==> src/rtl/cdb_arbiter.sv <==
// ---------------------------------------------------------------------------
// cdb_arbiter
//   Merges result streams from the ALU and the load/store buffer onto a single
//   registered common data bus. Each source has its own small FIFO. One head
//   is granted per enabled cycle, alternating between the sources when both
//   have work.
//
// Ports
//   clk_in            clock, all state updates on the rising edge
//   rst_in            asynchronous active-high reset
//   rdy_in            global enable; low freezes all state
//   clr_in            synchronous flush (misprediction), overrides rdy_in
//   alu_valid/_rob_index/_result   ALU result offer
//   alu_ready         ALU queue has room this cycle
//   lsb_valid/_rob_index/_result   load/store result offer
//   lsb_ready         LSB queue has room this cycle
//   cdb_valid/_rob_index/_result   registered broadcast
//   cdb_src           source of the broadcast: 0 = ALU, 1 = LSB
// ---------------------------------------------------------------------------

// ---------------------------------------------------------------------------
// cdb_arbiter_fifo
//   Per-source queue of {rob_index, result}. Pointers wrap naturally because
//   DEPTH is a power of two. push_i/pop_i arrive already qualified by the
//   parent; flush_i empties the queue and takes precedence over both.
//
// Ports
//   clk_i, rst_i      clock and asynchronous active-high reset
//   flush_i           empty the queue on the next edge
//   push_i            write {rob_i, data_i} at the tail
//   pop_i             advance the head (caller guarantees non-empty)
//   rob_o, data_o     current head entry
//   count_o           number of resident entries, 0..DEPTH
// ---------------------------------------------------------------------------
module cdb_arbiter_fifo #(
  parameter int unsigned DATA_W = 32,
  parameter int unsigned ROB_W  = 4,
  parameter int unsigned DEPTH  = 4
) (
  input  logic                     clk_i,
  input  logic                     rst_i,
  input  logic                     flush_i,
  input  logic                     push_i,
  input  logic                     pop_i,
  input  logic [ROB_W-1:0]         rob_i,
  input  logic [DATA_W-1:0]        data_i,
  output logic [ROB_W-1:0]         rob_o,
  output logic [DATA_W-1:0]        data_o,
  output logic [$clog2(DEPTH):0]   count_o
);

  localparam int unsigned PTR_W = $clog2(DEPTH);
  localparam int unsigned CNT_W = PTR_W + 1;

  logic [ROB_W-1:0]  rob_mem_q  [DEPTH];
  logic [DATA_W-1:0] data_mem_q [DEPTH];

  logic [PTR_W-1:0] wr_ptr_q, wr_ptr_d;
  logic [PTR_W-1:0] rd_ptr_q, rd_ptr_d;
  logic [CNT_W-1:0] count_q,  count_d;

  always_comb begin
    wr_ptr_d = wr_ptr_q;
    rd_ptr_d = rd_ptr_q;
    count_d  = count_q;
    if (flush_i) begin
      wr_ptr_d = '0;
      rd_ptr_d = '0;
      count_d  = '0;
    end else begin
      if (push_i) begin
        wr_ptr_d = wr_ptr_q + 1'b1;
      end
      if (pop_i) begin
        rd_ptr_d = rd_ptr_q + 1'b1;
      end
      // Simultaneous push and pop leaves the occupancy unchanged.
      case ({push_i, pop_i})
        2'b10:   count_d = count_q + 1'b1;
        2'b01:   count_d = count_q - 1'b1;
        default: count_d = count_q;
      endcase
    end
  end

  always_ff @(posedge clk_i or posedge rst_i) begin
    if (rst_i) begin
      wr_ptr_q <= '0;
      rd_ptr_q <= '0;
      count_q  <= '0;
    end else begin
      wr_ptr_q <= wr_ptr_d;
      rd_ptr_q <= rd_ptr_d;
      count_q  <= count_d;
    end
  end

  // Storage needs no reset: an entry is only visible once counted.
  always_ff @(posedge clk_i) begin
    if (push_i && !flush_i) begin
      rob_mem_q[wr_ptr_q]  <= rob_i;
      data_mem_q[wr_ptr_q] <= data_i;
    end
  end

  assign rob_o   = rob_mem_q[rd_ptr_q];
  assign data_o  = data_mem_q[rd_ptr_q];
  assign count_o = count_q;

endmodule

module cdb_arbiter #(
  parameter int unsigned DATA_W     = 32,
  parameter int unsigned ROB_W      = 4,
  parameter int unsigned FIFO_DEPTH = 4
) (
  input  logic              clk_in,
  input  logic              rst_in,
  input  logic              rdy_in,
  input  logic              clr_in,

  input  logic              alu_valid,
  input  logic [ROB_W-1:0]  alu_rob_index,
  input  logic [DATA_W-1:0] alu_result,
  output logic              alu_ready,

  input  logic              lsb_valid,
  input  logic [ROB_W-1:0]  lsb_rob_index,
  input  logic [DATA_W-1:0] lsb_result,
  output logic              lsb_ready,

  output logic              cdb_valid,
  output logic [ROB_W-1:0]  cdb_rob_index,
  output logic [DATA_W-1:0] cdb_result,
  output logic              cdb_src
);

  localparam int unsigned CNT_W = $clog2(FIFO_DEPTH) + 1;
  localparam logic [CNT_W-1:0] FULL_CNT = CNT_W'(FIFO_DEPTH);

  localparam logic SRC_ALU = 1'b0;
  localparam logic SRC_LSB = 1'b1;

  logic [CNT_W-1:0]  alu_cnt, lsb_cnt;
  logic [ROB_W-1:0]  alu_head_rob, lsb_head_rob;
  logic [DATA_W-1:0] alu_head_data, lsb_head_data;

  logic advance;
  logic alu_push, lsb_push;
  logic alu_pop,  lsb_pop;
  logic alu_nempty, lsb_nempty;
  logic any_grant;
  logic grant_src;

  logic              cdb_valid_q, cdb_valid_d;
  logic [ROB_W-1:0]  cdb_rob_q,   cdb_rob_d;
  logic [DATA_W-1:0] cdb_data_q,  cdb_data_d;
  logic              cdb_src_q,   cdb_src_d;
  logic              last_grant_q, last_grant_d;

  // Ready reflects occupancy before any same-cycle pop, so a full queue
  // refuses an offer even in the cycle it is being drained.
  assign alu_ready = (alu_cnt != FULL_CNT);
  assign lsb_ready = (lsb_cnt != FULL_CNT);

  assign advance  = rdy_in && !clr_in;
  assign alu_push = alu_valid && alu_ready && advance;
  assign lsb_push = lsb_valid && lsb_ready && advance;

  // Emptiness also uses the pre-edge count: a freshly pushed entry cannot be
  // granted in the same cycle it arrives.
  assign alu_nempty = (alu_cnt != '0);
  assign lsb_nempty = (lsb_cnt != '0);

  always_comb begin
    any_grant = advance && (alu_nempty || lsb_nempty);
    grant_src = SRC_ALU;
    if (alu_nempty && lsb_nempty) begin
      grant_src = ~last_grant_q;
    end else if (lsb_nempty) begin
      grant_src = SRC_LSB;
    end
  end

  assign alu_pop = any_grant && (grant_src == SRC_ALU);
  assign lsb_pop = any_grant && (grant_src == SRC_LSB);

  cdb_arbiter_fifo #(
    .DATA_W (DATA_W),
    .ROB_W  (ROB_W),
    .DEPTH  (FIFO_DEPTH)
  ) u_alu_fifo (
    .clk_i   (clk_in),
    .rst_i   (rst_in),
    .flush_i (clr_in),
    .push_i  (alu_push),
    .pop_i   (alu_pop),
    .rob_i   (alu_rob_index),
    .data_i  (alu_result),
    .rob_o   (alu_head_rob),
    .data_o  (alu_head_data),
    .count_o (alu_cnt)
  );

  cdb_arbiter_fifo #(
    .DATA_W (DATA_W),
    .ROB_W  (ROB_W),
    .DEPTH  (FIFO_DEPTH)
  ) u_lsb_fifo (
    .clk_i   (clk_in),
    .rst_i   (rst_in),
    .flush_i (clr_in),
    .push_i  (lsb_push),
    .pop_i   (lsb_pop),
    .rob_i   (lsb_rob_index),
    .data_i  (lsb_result),
    .rob_o   (lsb_head_rob),
    .data_o  (lsb_head_data),
    .count_o (lsb_cnt)
  );

  always_comb begin
    cdb_valid_d  = cdb_valid_q;
    cdb_rob_d    = cdb_rob_q;
    cdb_data_d   = cdb_data_q;
    cdb_src_d    = cdb_src_q;
    last_grant_d = last_grant_q;
    if (clr_in) begin
      cdb_valid_d  = 1'b0;
      last_grant_d = SRC_LSB;
    end else if (rdy_in) begin
      if (any_grant) begin
        cdb_valid_d  = 1'b1;
        cdb_src_d    = grant_src;
        last_grant_d = grant_src;
        if (grant_src == SRC_LSB) begin
          cdb_rob_d  = lsb_head_rob;
          cdb_data_d = lsb_head_data;
        end else begin
          cdb_rob_d  = alu_head_rob;
          cdb_data_d = alu_head_data;
        end
      end else begin
        cdb_valid_d = 1'b0;
      end
    end
  end

  // last_grant resets to LSB so the ALU wins the first tie.
  always_ff @(posedge clk_in or posedge rst_in) begin
    if (rst_in) begin
      cdb_valid_q  <= 1'b0;
      cdb_rob_q    <= '0;
      cdb_data_q   <= '0;
      cdb_src_q    <= SRC_ALU;
      last_grant_q <= SRC_LSB;
    end else begin
      cdb_valid_q  <= cdb_valid_d;
      cdb_rob_q    <= cdb_rob_d;
      cdb_data_q   <= cdb_data_d;
      cdb_src_q    <= cdb_src_d;
      last_grant_q <= last_grant_d;
    end
  end

  assign cdb_valid     = cdb_valid_q;
  assign cdb_rob_index = cdb_rob_q;
  assign cdb_result    = cdb_data_q;
  assign cdb_src       = cdb_src_q;

endmodule

==> config.mk <==
export PLATFORM = sky130hd
export DESIGN_NAME = cdb_arbiter
export DESIGN_NICKNAME = d
export VERILOG_FILES = /design/src/rtl/cdb_arbiter.sv
export SDC_FILE = /design/constraint.sdc
export NUM_CORES = 1
export LEC_CHECK = 0
export ABC_AREA = 0
export CAP_MARGIN = 25
export CORE_ASPECT_RATIO = 2
export CORE_UTILIZATION = 46
export CTS_CLUSTER_SIZE = 16
export DETAILED_ROUTE_END_ITERATION = 7
export GPL_TIMING_DRIVEN = 1
export PLACE_DENSITY_LB_ADDON = 0.15
export SLEW_MARGIN = 0
export SYNTH_ARGS = -nofsm -noshare
export SYNTH_HDL_FRONTEND = slang
export SYNTH_SLANG_ARGS = --single-unit
==> constraint.sdc <==
create_clock -name clk_in -period 5.55 [get_ports clk_in]
set_input_delay 1.11 -clock clk_in [delete_from_list [all_inputs] [get_ports clk_in]]
set_output_delay 1.11 -clock clk_in [all_outputs]
set_load 0.1 [all_outputs]
==> flow_metrics.py <==
metrics = {
    "status": {
        "status": "complete, no violations",
    },
    "cts": {
        "clk_pin_slew_ns": 0.07,
        "cts_htree_levels": 1,
        "ctsHoldBuffers": 0,
        "cts.path.max_buffers": 3,
        "postCtsSetupRepairBufs": 0,
        "cts_made_buffers": 30,
        "clockRootBuffer": "clkbuf_16",
        "cts_tree": "done",
        "cts_resized": 0,
        "clk_latency_ns": 0.56,
        "cts.sinks": 341,
    },
    "finish": {
        "drive_gt1_share_pct": 20.4,
        "fin_cells": 1121,
        "syn_to_final_growth_pct": 20.6,
        "most-common-layout-cells": "edfxtp_1 (288), clkdlybuf4s50_1 (117), mux4_2 (72)",
        "n_antenna_cell": 0,
        "layout_commonest_cell": "edfxtp_1",
        "fillers": 2013,
        "fin_nets": 833,
    },
    "timing": {
        "period_share_pct": 65.5,
        "clock_skew_ns": 0.0133,
        "finalMaxSlewViolations": 0,
        "fin_hold_ws_ns": 0.484,
        "final_hold_viol_count": 0,
        "setup_viol": 0,
        "tightest_slew_ns": 0.986,
        "fmax_mhz": 275,
        "rsz0062_at_grt": "false",
        "final.min_clock_period_ns": 3.63,
        "max-slew-margin-rel_pct": 34.1,
        "fin_setup_tns_ns": 0,
    },
    "worst_setup_path": {
        "crit_path_max_fanout": 7,
        "cp-start-kind": "flip-flop",
        "setup.worst_path.end_class": "primary output",
        "worstSetupPathType": "reg -> out",
        "arrival_ns": 2.52,
        "cp.required_ns": 4.44,
    },
    "floorplan": {
        "die_y_um": 240,
        "rows": 86,
        "die_x_um": 121,
        "die-area_sq_mm": 0.0290,
        "initial_core_util_pct": 47.1,
        "ios": 118,
        "core_sq_mm": 0.0277,
    },
    "global_routing": {
        "gr-total-overflow": 0,
        "grt_pass1_wl_um": 43600,
        "antenna_found_initial": 0,
        "gr-usage-all-layers_pct": 21.0,
        "grt_start_max_net_pins": 40,
        "grt_pass1_vias": 7217,
    },
    "synth": {
        "syn_nets": 702,
        "ys_warn_count": 0,
        "syn_avg_cell_area_sq_um": 21.2,
        "ys_seq_area_share_pct": 76.7,
        "synth_area_sq_mm": 0.0130,
        "synth-seq-cells": 341,
        "netlist_instances": 614,
        "ys_types": 44,
    },
    "drt": {
        "finalWirelength_um": 28900,
        "drc": 0,
        "vias_per_cell": 5.79,
        "wl_per_cell_um": 25.8,
        "ant_nets": 0,
        "num_vias": 6496,
        "first_iter_violations": 535,
        "drt-pass1-iter-count": 6,
    },
    "placed_design": {
        "portBuffers": 117,
        "dp_cells": 1064,
        "gp_congestion": 0.759,
        "dpl.hpwl_um": 17700,
    },
    "pwr": {
        "vdd_drop_max_uv": 244,
        "power.leakage_uw": 0.00534,
        "powerDensity_mw_per_mm2": 471,
    },
    "job": {
        "maxCapViolCount": 0,
    },
    "worst_hold_path": {
        "hold_class": "reg -> reg",
    },
}
[state kept, by name, summed over array words and instances (netlist names)]
signal / cells
u_lsb_fifo.count_o: 3
u_alu_fifo.data_mem_q: 128
u_lsb_fifo.rd_ptr_q: 2
cdb_valid: 1
last_grant_q: 1
u_lsb_fifo.rob_mem_q: 16
cdb_rob_index: 4
u_lsb_fifo.data_mem_q: 128
cdb_src: 1
u_alu_fifo.rd_ptr_q: 2
u_lsb_fifo.wr_ptr_q: 2
u_alu_fifo.wr_ptr_q: 2
u_alu_fifo.rob_mem_q: 16
cdb_result: 32
u_alu_fifo.count_o: 3
[stage by stage]
stage | worst slack, ns | power, uW | util, % | cell area (sq um)
4_1_cts | 1.89 | 7470 | 56.7 | 15700
5_1_grt | 1.83 | 7660 | 56.7 | 15700
3_3_place_gp | 1.58 | 5330 | 52.4 | 14500
6_report | 1.92 | 7390 | 56.7 | 15700
2_1_floorplan | 2.34 | 4790 | - | 13000
3_5_place_dp | 1.54 | 5370 | 53.0 | 14700
[final cells by class]
type / count / area, sq um / share of cell area (%)
flip-flops and latches: 341 / 9990 / 63.7
clock inverters: 15 / 153 / 0.973
well taps: 352 / 440 / 2.81
inverters: 44 / 165 / 1.05
multi-input cells: 197 / 2700 / 17.2
clock buffers: 41 / 843 / 5.38
repair buffers: 131 / 1400 / 8.93
[routing by layer]
layer / global-route usage [%] / wire, um / up-vias
li1: - / - / 2781
met1: 24.5 / 10300 / 3430
met4: 8.42 / 953 / 0
met2: 38.6 / 16200 / 234
met3: 2.86 / 1490 / 51
met5: 0 / 0 / -
[power breakdown]
| group | total (uW) | internal (uW) | switching (uW) |
|---|---|---|---|
| logic | 2050 | 696 | 1360 |
| registers | 3240 | 2980 | 262 |
| clock network | 2100 | 1200 | 897 |
| total | 7390 | 4870 | 2520 |
[path summary, 6_finish.rpt]
kind / slack [ns] / endpoint / cells after the start / start
worst max-delay path: 1.92 / lsb_ready / 2 / u_lsb_fifo.count_o[0]
worst min-delay path: 0.48 / cdb_valid / 2 / cdb_valid
worst max register to register: 2.65 / u_lsb_fifo.count_o[2] / 7 / u_alu_fifo.count_o[0]
worst min register to register: 0.48 / cdb_valid / 2 / cdb_valid
max in group asynchronous: 3.66 / u_alu_fifo.rd_ptr_q[1] / 3 / rst_in
min in group asynchronous: 0.94 / cdb_result[7] / 2 / rst_in
[cells in the mapped netlist (all sizes together)]
| cell | instances | share of area (%) |
|---|---|---|
| and2 | 8 | 0.38 |
| nor3 | 3 | 0.15 |
| mux4 | 72 | 12 |
| mux2i | 6 | 0.56 |
| nor2b | 4 | 0.19 |
| and3 | 2 | 0.13 |
| dfrtp | 52 | 10 |
| a222oi | 36 | 2.8 |
| edfxtp | 288 | 66 |
| o211a | 1 | 0.077 |
| nor3b | 2 | 0.15 |
| o31ai | 2 | 0.12 |
| o21ai | 3 | 0.12 |
| a211o | 2 | 0.13 |
| fa | 2 | 0.31 |
| a21oi | 2 | 0.077 |
| xnor2 | 3 | 0.20 |
| or3b | 1 | 0.067 |
| nand4 | 1 | 0.048 |
| inv | 44 | 1.3 |
| nor2 | 10 | 0.29 |
| a21o | 2 | 0.12 |
| a31oi | 1 | 0.048 |
| or3 | 3 | 0.22 |
| o211ai | 1 | 0.058 |
| mux2 | 5 | 0.43 |
| dfstp | 1 | 0.20 |
| nand3 | 2 | 0.077 |
| clkbuf | 11 | 0.32 |
| and2b | 1 | 0.058 |
| a21boi | 1 | 0.058 |
| xor2 | 1 | 0.067 |
| ha | 8 | 0.77 |
| nand2b | 4 | 0.19 |
| nand2 | 8 | 0.23 |
| buf | 21 | 1.2 |
[cell families (layout without fill, tap and decap cells)]
family	count (synthesis)	count (layout)	share of synthesized area, %
xor gates and xnor gates	4	4	0.269
DFF	341	341	76.7
buffers and inverters	76	231	2.76
AOI/OAI and AO/OA	51	51	3.57
and+or+nand+nor	49	49	2.20
adders and majority gates	10	10	1.08
muxes	83	83	13.5
[worst max-delay path, cell delays in order, from the launching register on]
cell	delay (ns)
dfrtp_1	0.45
or3b_1	0.50
clkdlybuf4s50_1	1.01
Power figures use the tool's default switching activity.
